--- src/rtl/field_msg_assembler_pkg.sv ---
// ---------------------------------------------------------------------------
// fast_field_pkg
// Shared widths, the decoded-field entry layout, and the assembler state
// encoding for the FAST field-to-message path.
//   BEAT_WIDTH        width of one decoded field (beat)
//   MAX_MESSAGE_SIZE  maximum number of fields per message
//   IW                field index width
//   MSG_ID_SIZE       message ID width
//   CNT_WIDTH         statistics counter width
//   ENTRY_WIDTH       width of one packed FIFO entry
//   MSG_WIDTH         width of the flattened beat bus
// ---------------------------------------------------------------------------
package fast_field_pkg;

  localparam int BEAT_WIDTH       = 64;
  localparam int MAX_MESSAGE_SIZE = 10;
  localparam int IW               = $clog2(MAX_MESSAGE_SIZE);
  localparam int MSG_ID_SIZE      = 21;
  localparam int CNT_WIDTH        = 32;
  localparam int ENTRY_WIDTH      = MSG_ID_SIZE + IW + BEAT_WIDTH;
  localparam int MSG_WIDTH        = MAX_MESSAGE_SIZE * BEAT_WIDTH;

  typedef struct packed {
    logic [MSG_ID_SIZE-1:0] msg_id;
    logic [IW-1:0]          idx;
    logic [BEAT_WIDTH-1:0]  data;
  } field_entry_t;

  typedef enum logic [1:0] {
    IDLE    = 2'd0,
    COLLECT = 2'd1,
    EMIT    = 2'd2
  } asm_state_t;

  // Increment that sticks at all-ones instead of wrapping.
  function automatic logic [CNT_WIDTH-1:0] sat_inc(input logic [CNT_WIDTH-1:0] v);
    return (v == {CNT_WIDTH{1'b1}}) ? v : v + 1'b1;
  endfunction

endpackage

--- src/rtl/field_msg_assembler.sv ---
// ---------------------------------------------------------------------------
// field_msg_assembler
// Pops decoded fields from the field FIFO and gathers all consecutive fields
// sharing one message ID into a wide record, which is then offered
// downstream with a presence mask and an error flag.
//
// Ports
//   clk, rstn            clock, synchronous active-low reset
//   fld_valid/fld_ready  field FIFO handshake
//   fld_msg_id, fld_idx,
//   fld_data, fld_last   field entry contents
//   msg_valid/msg_ready  assembled message handshake
//   msg_id, msg_beats,
//   msg_mask, msg_err    assembled message record (beat k at k*BEAT_WIDTH)
//   stat_msgs            messages delivered (wraps)
//   stat_errs            errored messages delivered (saturates)
// ---------------------------------------------------------------------------
module field_msg_assembler
  import fast_field_pkg::*;
(
  input  logic                        clk,
  input  logic                        rstn,
  input  logic                        fld_valid,
  output logic                        fld_ready,
  input  logic [MSG_ID_SIZE-1:0]      fld_msg_id,
  input  logic [IW-1:0]               fld_idx,
  input  logic [BEAT_WIDTH-1:0]       fld_data,
  input  logic                        fld_last,
  output logic                        msg_valid,
  input  logic                        msg_ready,
  output logic [MSG_ID_SIZE-1:0]      msg_id,
  output logic [MSG_WIDTH-1:0]        msg_beats,
  output logic [MAX_MESSAGE_SIZE-1:0] msg_mask,
  output logic                        msg_err,
  output logic [CNT_WIDTH-1:0]        stat_msgs,
  output logic [CNT_WIDTH-1:0]        stat_errs
);

  field_entry_t entry;

  asm_state_t                  state_q, state_d;
  logic [MSG_ID_SIZE-1:0]      cur_id_q, cur_id_d;
  logic [BEAT_WIDTH-1:0]       beats_q [MAX_MESSAGE_SIZE];
  logic [BEAT_WIDTH-1:0]       beats_d [MAX_MESSAGE_SIZE];
  logic [MAX_MESSAGE_SIZE-1:0] mask_q, mask_d;
  logic                        err_q, err_d;
  logic                        msg_valid_q, msg_valid_d;
  logic [CNT_WIDTH-1:0]        stat_msgs_q, stat_msgs_d;
  logic [CNT_WIDTH-1:0]        stat_errs_q, stat_errs_d;

  logic [MAX_MESSAGE_SIZE-1:0] idx_hit;
  logic                        idx_oor;
  logic                        idx_dup;
  logic                        id_match;
  logic                        accept;

  assign entry = '{msg_id: fld_msg_id, idx: fld_idx, data: fld_data};

  // One-hot decode of the field index; an index past the last beat decodes
  // to all zeros, which is how out-of-range entries are recognised.
  genvar gi;
  generate
    for (gi = 0; gi < MAX_MESSAGE_SIZE; gi++) begin : g_beat
      assign idx_hit[gi] = (entry.idx == IW'(gi));
      assign msg_beats[gi*BEAT_WIDTH +: BEAT_WIDTH] = beats_q[gi];
    end
  endgenerate

  assign idx_oor  = ~|idx_hit;
  assign idx_dup  = |(idx_hit & mask_q);
  assign id_match = (entry.msg_id == cur_id_q);

  // A different ID while collecting is left in the FIFO: it belongs to the
  // next message, and the current one is closed as truncated.
  always_comb begin
    fld_ready = 1'b0;
    if (rstn) begin
      case (state_q)
        IDLE:    fld_ready = 1'b1;
        COLLECT: fld_ready = !(fld_valid && !id_match);
        default: fld_ready = 1'b0;
      endcase
    end
  end

  assign accept = fld_valid && fld_ready;

  always_comb begin
    state_d     = state_q;
    cur_id_d    = cur_id_q;
    beats_d     = beats_q;
    mask_d      = mask_q;
    err_d       = err_q;
    stat_msgs_d = stat_msgs_q;
    stat_errs_d = stat_errs_q;

    case (state_q)
      IDLE, COLLECT: begin
        if (state_q == COLLECT && fld_valid && !id_match) begin
          err_d   = 1'b1;
          state_d = EMIT;
        end else if (accept) begin
          if (state_q == IDLE) begin
            cur_id_d = entry.msg_id;
          end
          // Only the first write to a beat lands; repeats and out-of-range
          // indices are swallowed and flagged.
          for (int k = 0; k < MAX_MESSAGE_SIZE; k++) begin
            if (idx_hit[k] && !mask_q[k]) begin
              beats_d[k] = entry.data;
            end
          end
          mask_d = mask_q | idx_hit;
          if (idx_oor || idx_dup) begin
            err_d = 1'b1;
          end
          state_d = fld_last ? EMIT : COLLECT;
        end
      end
      EMIT: begin
        if (msg_ready) begin
          for (int k = 0; k < MAX_MESSAGE_SIZE; k++) begin
            beats_d[k] = '0;
          end
          mask_d      = '0;
          err_d       = 1'b0;
          state_d     = IDLE;
          stat_msgs_d = stat_msgs_q + 1'b1;
          if (err_q) begin
            stat_errs_d = sat_inc(stat_errs_q);
          end
        end
      end
      default: state_d = IDLE;
    endcase

    msg_valid_d = (state_d == EMIT);
  end

  always_ff @(posedge clk) begin
    if (!rstn) begin
      state_q     <= IDLE;
      cur_id_q    <= '0;
      mask_q      <= '0;
      err_q       <= 1'b0;
      msg_valid_q <= 1'b0;
      stat_msgs_q <= '0;
      stat_errs_q <= '0;
      for (int k = 0; k < MAX_MESSAGE_SIZE; k++) begin
        beats_q[k] <= '0;
      end
    end else begin
      state_q     <= state_d;
      cur_id_q    <= cur_id_d;
      mask_q      <= mask_d;
      err_q       <= err_d;
      msg_valid_q <= msg_valid_d;
      stat_msgs_q <= stat_msgs_d;
      stat_errs_q <= stat_errs_d;
      for (int k = 0; k < MAX_MESSAGE_SIZE; k++) begin
        beats_q[k] <= beats_d[k];
      end
    end
  end

  assign msg_valid = msg_valid_q;
  assign msg_id    = cur_id_q;
  assign msg_mask  = mask_q;
  assign msg_err   = err_q;
  assign stat_msgs = stat_msgs_q;
  assign stat_errs = stat_errs_q;

endmodule
--- config.mk ---
export PLATFORM = sky130hd
export DESIGN_NAME = field_msg_assembler
export DESIGN_NICKNAME = d
export VERILOG_FILES = /design/src/rtl/field_msg_assembler_pkg.sv /design/src/rtl/field_msg_assembler.sv
export SDC_FILE = /design/constraint.sdc
export NUM_CORES = 1
export LEC_CHECK = 0
export CAP_MARGIN = 0
export CORE_AREA = 2 2 326 328
export DETAILED_ROUTE_END_ITERATION = 8
export DIE_AREA = 0 0 328 330
export RECOVER_POWER = 25
export SLEW_MARGIN = 0
export SYNTH_ARGS = -nofsm -noshare
export SYNTH_HDL_FRONTEND = slang
export SYNTH_SLANG_ARGS = --single-unit
--- constraint.sdc ---
create_clock -name clk -period 4.1 [get_ports clk]
set_input_delay 1.23 -clock clk [delete_from_list [all_inputs] [get_ports clk]]
set_output_delay 1.23 -clock clk [all_outputs]
set_load 0.02 [all_outputs]
==> impl_metrics.json <==
{
  "synth.most_common_cell": "dfxtp_1",
  "yosys.area_share.simple_pct": 7.46,
  "synth_compound_area_share_pct": 26.1,
  "syn_avg_cell_area_um2": 11.6,
  "min_period_ns": 4.09,
  "cp-end-kind": "primary output",
  "relSlewSlack_pct": 9.83,
  "min_path_type": "reg2reg",
  "hpwl_um": 77800,
  "grt_pass1_vias": 20800,
  "r2r_end": "msg_beats[552]$_SDFFE_PN0P_",
  "antenna_found_initial": 8,
  "cp.depth": 8,
  "crit_fanout": 2,
  "total_power_mw": 16.8,
  "final_cells": 4404,
  "io_pins": 832,
  "hold_slack_ns": 0.455,
  "synth_xor_area_share_pct": 2.59,
  "hold_viol": 0,
  "yosys.area.top_type": "dfxtp_1",
  "synthFlopType": "dfxtp_1",
  "viasPerCell": 4.76,
  "clk_pin_slew_ns": 0.05,
  "overflow": 0,
  "crit_path_max_incr_delay_ns": 0.43,
  "rr_worst_depth": 11,
  "crit_top_cell": "buf_4",
  "synth.area.mux_share_pct": 0.169,
  "num_vias": 21000,
  "cp_slowest_cell": "clkdlybuf4s50_1",
  "cts_max_level": 3,
  "arrival_ns": 2.86,
  "final_nets": 3043,
  "power.density_mw_per_mm2": 444,
  "globalplace.congestion": 0.854,
  "critPathLaunchType": "primary input",
  "synthesis.nets": 2201,
  "synthDistinctLibCells": 52,
  "syn2layout_area_growth_pct": 55.7,
  "period_share_pct": 99.7,
  "r2r_slack_ns": 1.33,
  "grt_max_degree": 83,
  "grt_pass1_wl_um": 153000,
  "setup_viol": 0,
  "synth_fa_ha_area_share_pct": 0.103,
  "clkLatencyLatePin_ns": 0.67,
  "dpl_worst_slack_ns": -0.730,
  "ir_drop_uv": 299,
  "synthCells": 2105,
  "clk_path_buf_depth": 3,
  "synth_top_family_by_area": "compound AO/OA/AOI/OAI gates",
  "cp_top_family": "buffers and inverters",
  "cts-root-buf": "clkbuf_16",
  "worstReg2RegStart": "msg_id[20]$_SDFFE_PN0P_",
  "worst-slew-pin-transition_ns": 1.34,
  "setup.worst_path.start": "fld_msg_id[4]",
  "start_util_pct": 23.3,
  "cts_tree": "yes",
  "cap_violations": 0,
  "path_cells": "clkdlybuf4s50_1 -> xor2_1 -> nor4_2 -> buf_4 -> and2_4 -> a21oi_4 -> a21oi_2 -> buf_4",
  "die_x_um": 328,
  "critPathCapture": "fld_ready",
  "synth_top_area_share_pct": 60.7,
  "ys_top_cells_by_count": "739 x dfxtp_1, 384 x a22o_1, 256 x o2bb2ai_1",
  "finalWorstSetupSlack_ns": 0.0111,
  "ys_seq_area_share_pct": 60.7,
  "drt_iter0_markers": 1322,
  "synth_area_leaders": "dfxtp_1 61%, a22o_1 14%, o2bb2ai_1 9.2%, nand2_1 2.4%, xnor2_1 1.8%",
  "grt_use_total_pct": 19.3,
  "cts-buffers-inserted": 82,
  "leakagePower_nw": 14.5,
  "fp-row-count": 119,
  "port_buffers": 831,
  "worstSetupPathType": "in2out",
  "ys_warn_count": 0,
  "postRouteAntennaNets": 0,
  "fmax_mhz": 245,
  "placed_cells": 4249,
  "required_ns": 2.87,
  "path_buf_inv": 3,
  "postSynth.asyncResetShare_pct": 0,
  "die_area_mm2": 0.108,
  "maxSlewViolCount": 0,
  "finalClockSkew_ns": 0.0536,
  "drt-wirelength-per-cell_um": 24.8,
  "yosys_register_bits": 739,
  "cts.sinks": 739,
  "drc_errors": 0,
  "firstDrtPassIters": 5,
  "fp.dieH_um": 330,
  "drt_wl_total_um": 109000,
  "syn_area_mm2": 0.0244,
  "status": "finished, final reports clean",
  "layout-drive-gt1-share_pct": 8.47,
  "core_mm2": 0.105,
  "synth_edf_count": 0
}
[cell usage in the layout (no fill, tap or decap), drive strengths merged, types with 21 or more instances in the layout]
cell type      Yosys  layout
xnor2             51      51
nand4             25      25
dfxtp            739     739
buf               39      80
xor2              21      21
clkbuf           118     121
nand3             25      25
nand2            154     154
clkdlybuf4s50      0     527
and2              51      51
a21boi            36      36
a22o             384     384
dlygate4sd3        0     293
o21ai             28      28
o2bb2ai          256     256
nor2              31      31
[flip-flops by register name, summed over array words and instances (netlist names)]
register   cells
msg_beats    640
stat_errs     32
stat_msgs     32
msg_id        21
msg_mask      10
state_q        2
msg_err        1
msg_valid      1
[how the worst min path moves through the flow]
stage | startpoint | endpoint | slack (ns) | depth (start not counted)
finish | msg_beats[292]$_SDFFE_PN0P_ | msg_beats[292]$_SDFFE_PN0P_ | 0.46 | 1
global route | msg_beats[531]$_SDFFE_PN0P_ | msg_beats[531]$_SDFFE_PN0P_ | 0.47 | 1
CTS | msg_beats[563]$_SDFFE_PN0P_ | msg_beats[563]$_SDFFE_PN0P_ | 0.46 | 1
detailed placement | msg_beats[477]$_SDFFE_PN0P_ | msg_beats[477]$_SDFFE_PN0P_ | 0.45 | 1
global placement | msg_beats[459]$_SDFFE_PN0P_ | msg_beats[459]$_SDFFE_PN0P_ | 0.44 | 1
floorplan | msg_beats[382]$_SDFFE_PN0P_ | msg_beats[382]$_SDFFE_PN0P_ | 0.54 | 1
[timing repair]
action,CTS,global route
gates cloned,0,0
buffers inserted,1,4
hold buffers,0,0
gates resized for setup,18,9
pin swaps,4,7
endpoints found under the setup margin,1,1
[per-stage QoR]
stage,instance area (um^2),util (%),setup TNS (ns)
after floorplan,24400,-,0
after global placement,35000,33.5,-0.789
after detailed placement,35000,33.5,-0.730
after CTS,37900,36.2,0
after global routing,37900,36.2,-0.00484
final,37900,36.2,0
[area by class of cell]
type,instances,area (um^2)
diodes,3,7.51
clock buffers,114,2350
clock inverters,33,505
fillers,10300,66700
inverters,14,52.6
multi-input cells,1195,9160
flip-flops and latches,739,14800
well taps,1391,1740
repair buffers,915,9330
[cells by family (layout without fill, tap and decap cells)]
family | count (synthesis) | after routing
flops | 739 | 739
mux | 4 | 4
buf+inv | 171 | 1076
compound gates | 751 | 751
fa+ha+maj | 2 | 2
simple gates | 366 | 366
other cells | 0 | 3
xor+xnor | 72 | 72
[per-layer routing]
metal | GRT usage [%] | up-vias | part of all wire (%)
li1 | - | 9597 | -
met1 | 23.6 | 10300 | 41
met2 | 30.8 | 909 | 46
met3 | 5.93 | 205 | 8.4
met4 | 9.08 | 2 | 4.4
met5 | 0 | - | 0.012
[power by group]
part | internal [mW] | switching [mW]
Clock | 4.57 | 3.23
Combinational | 0.573 | 1.00
Sequential | 7.35 | 0.103
Note: power is estimated with default switching activity, not from simulation.
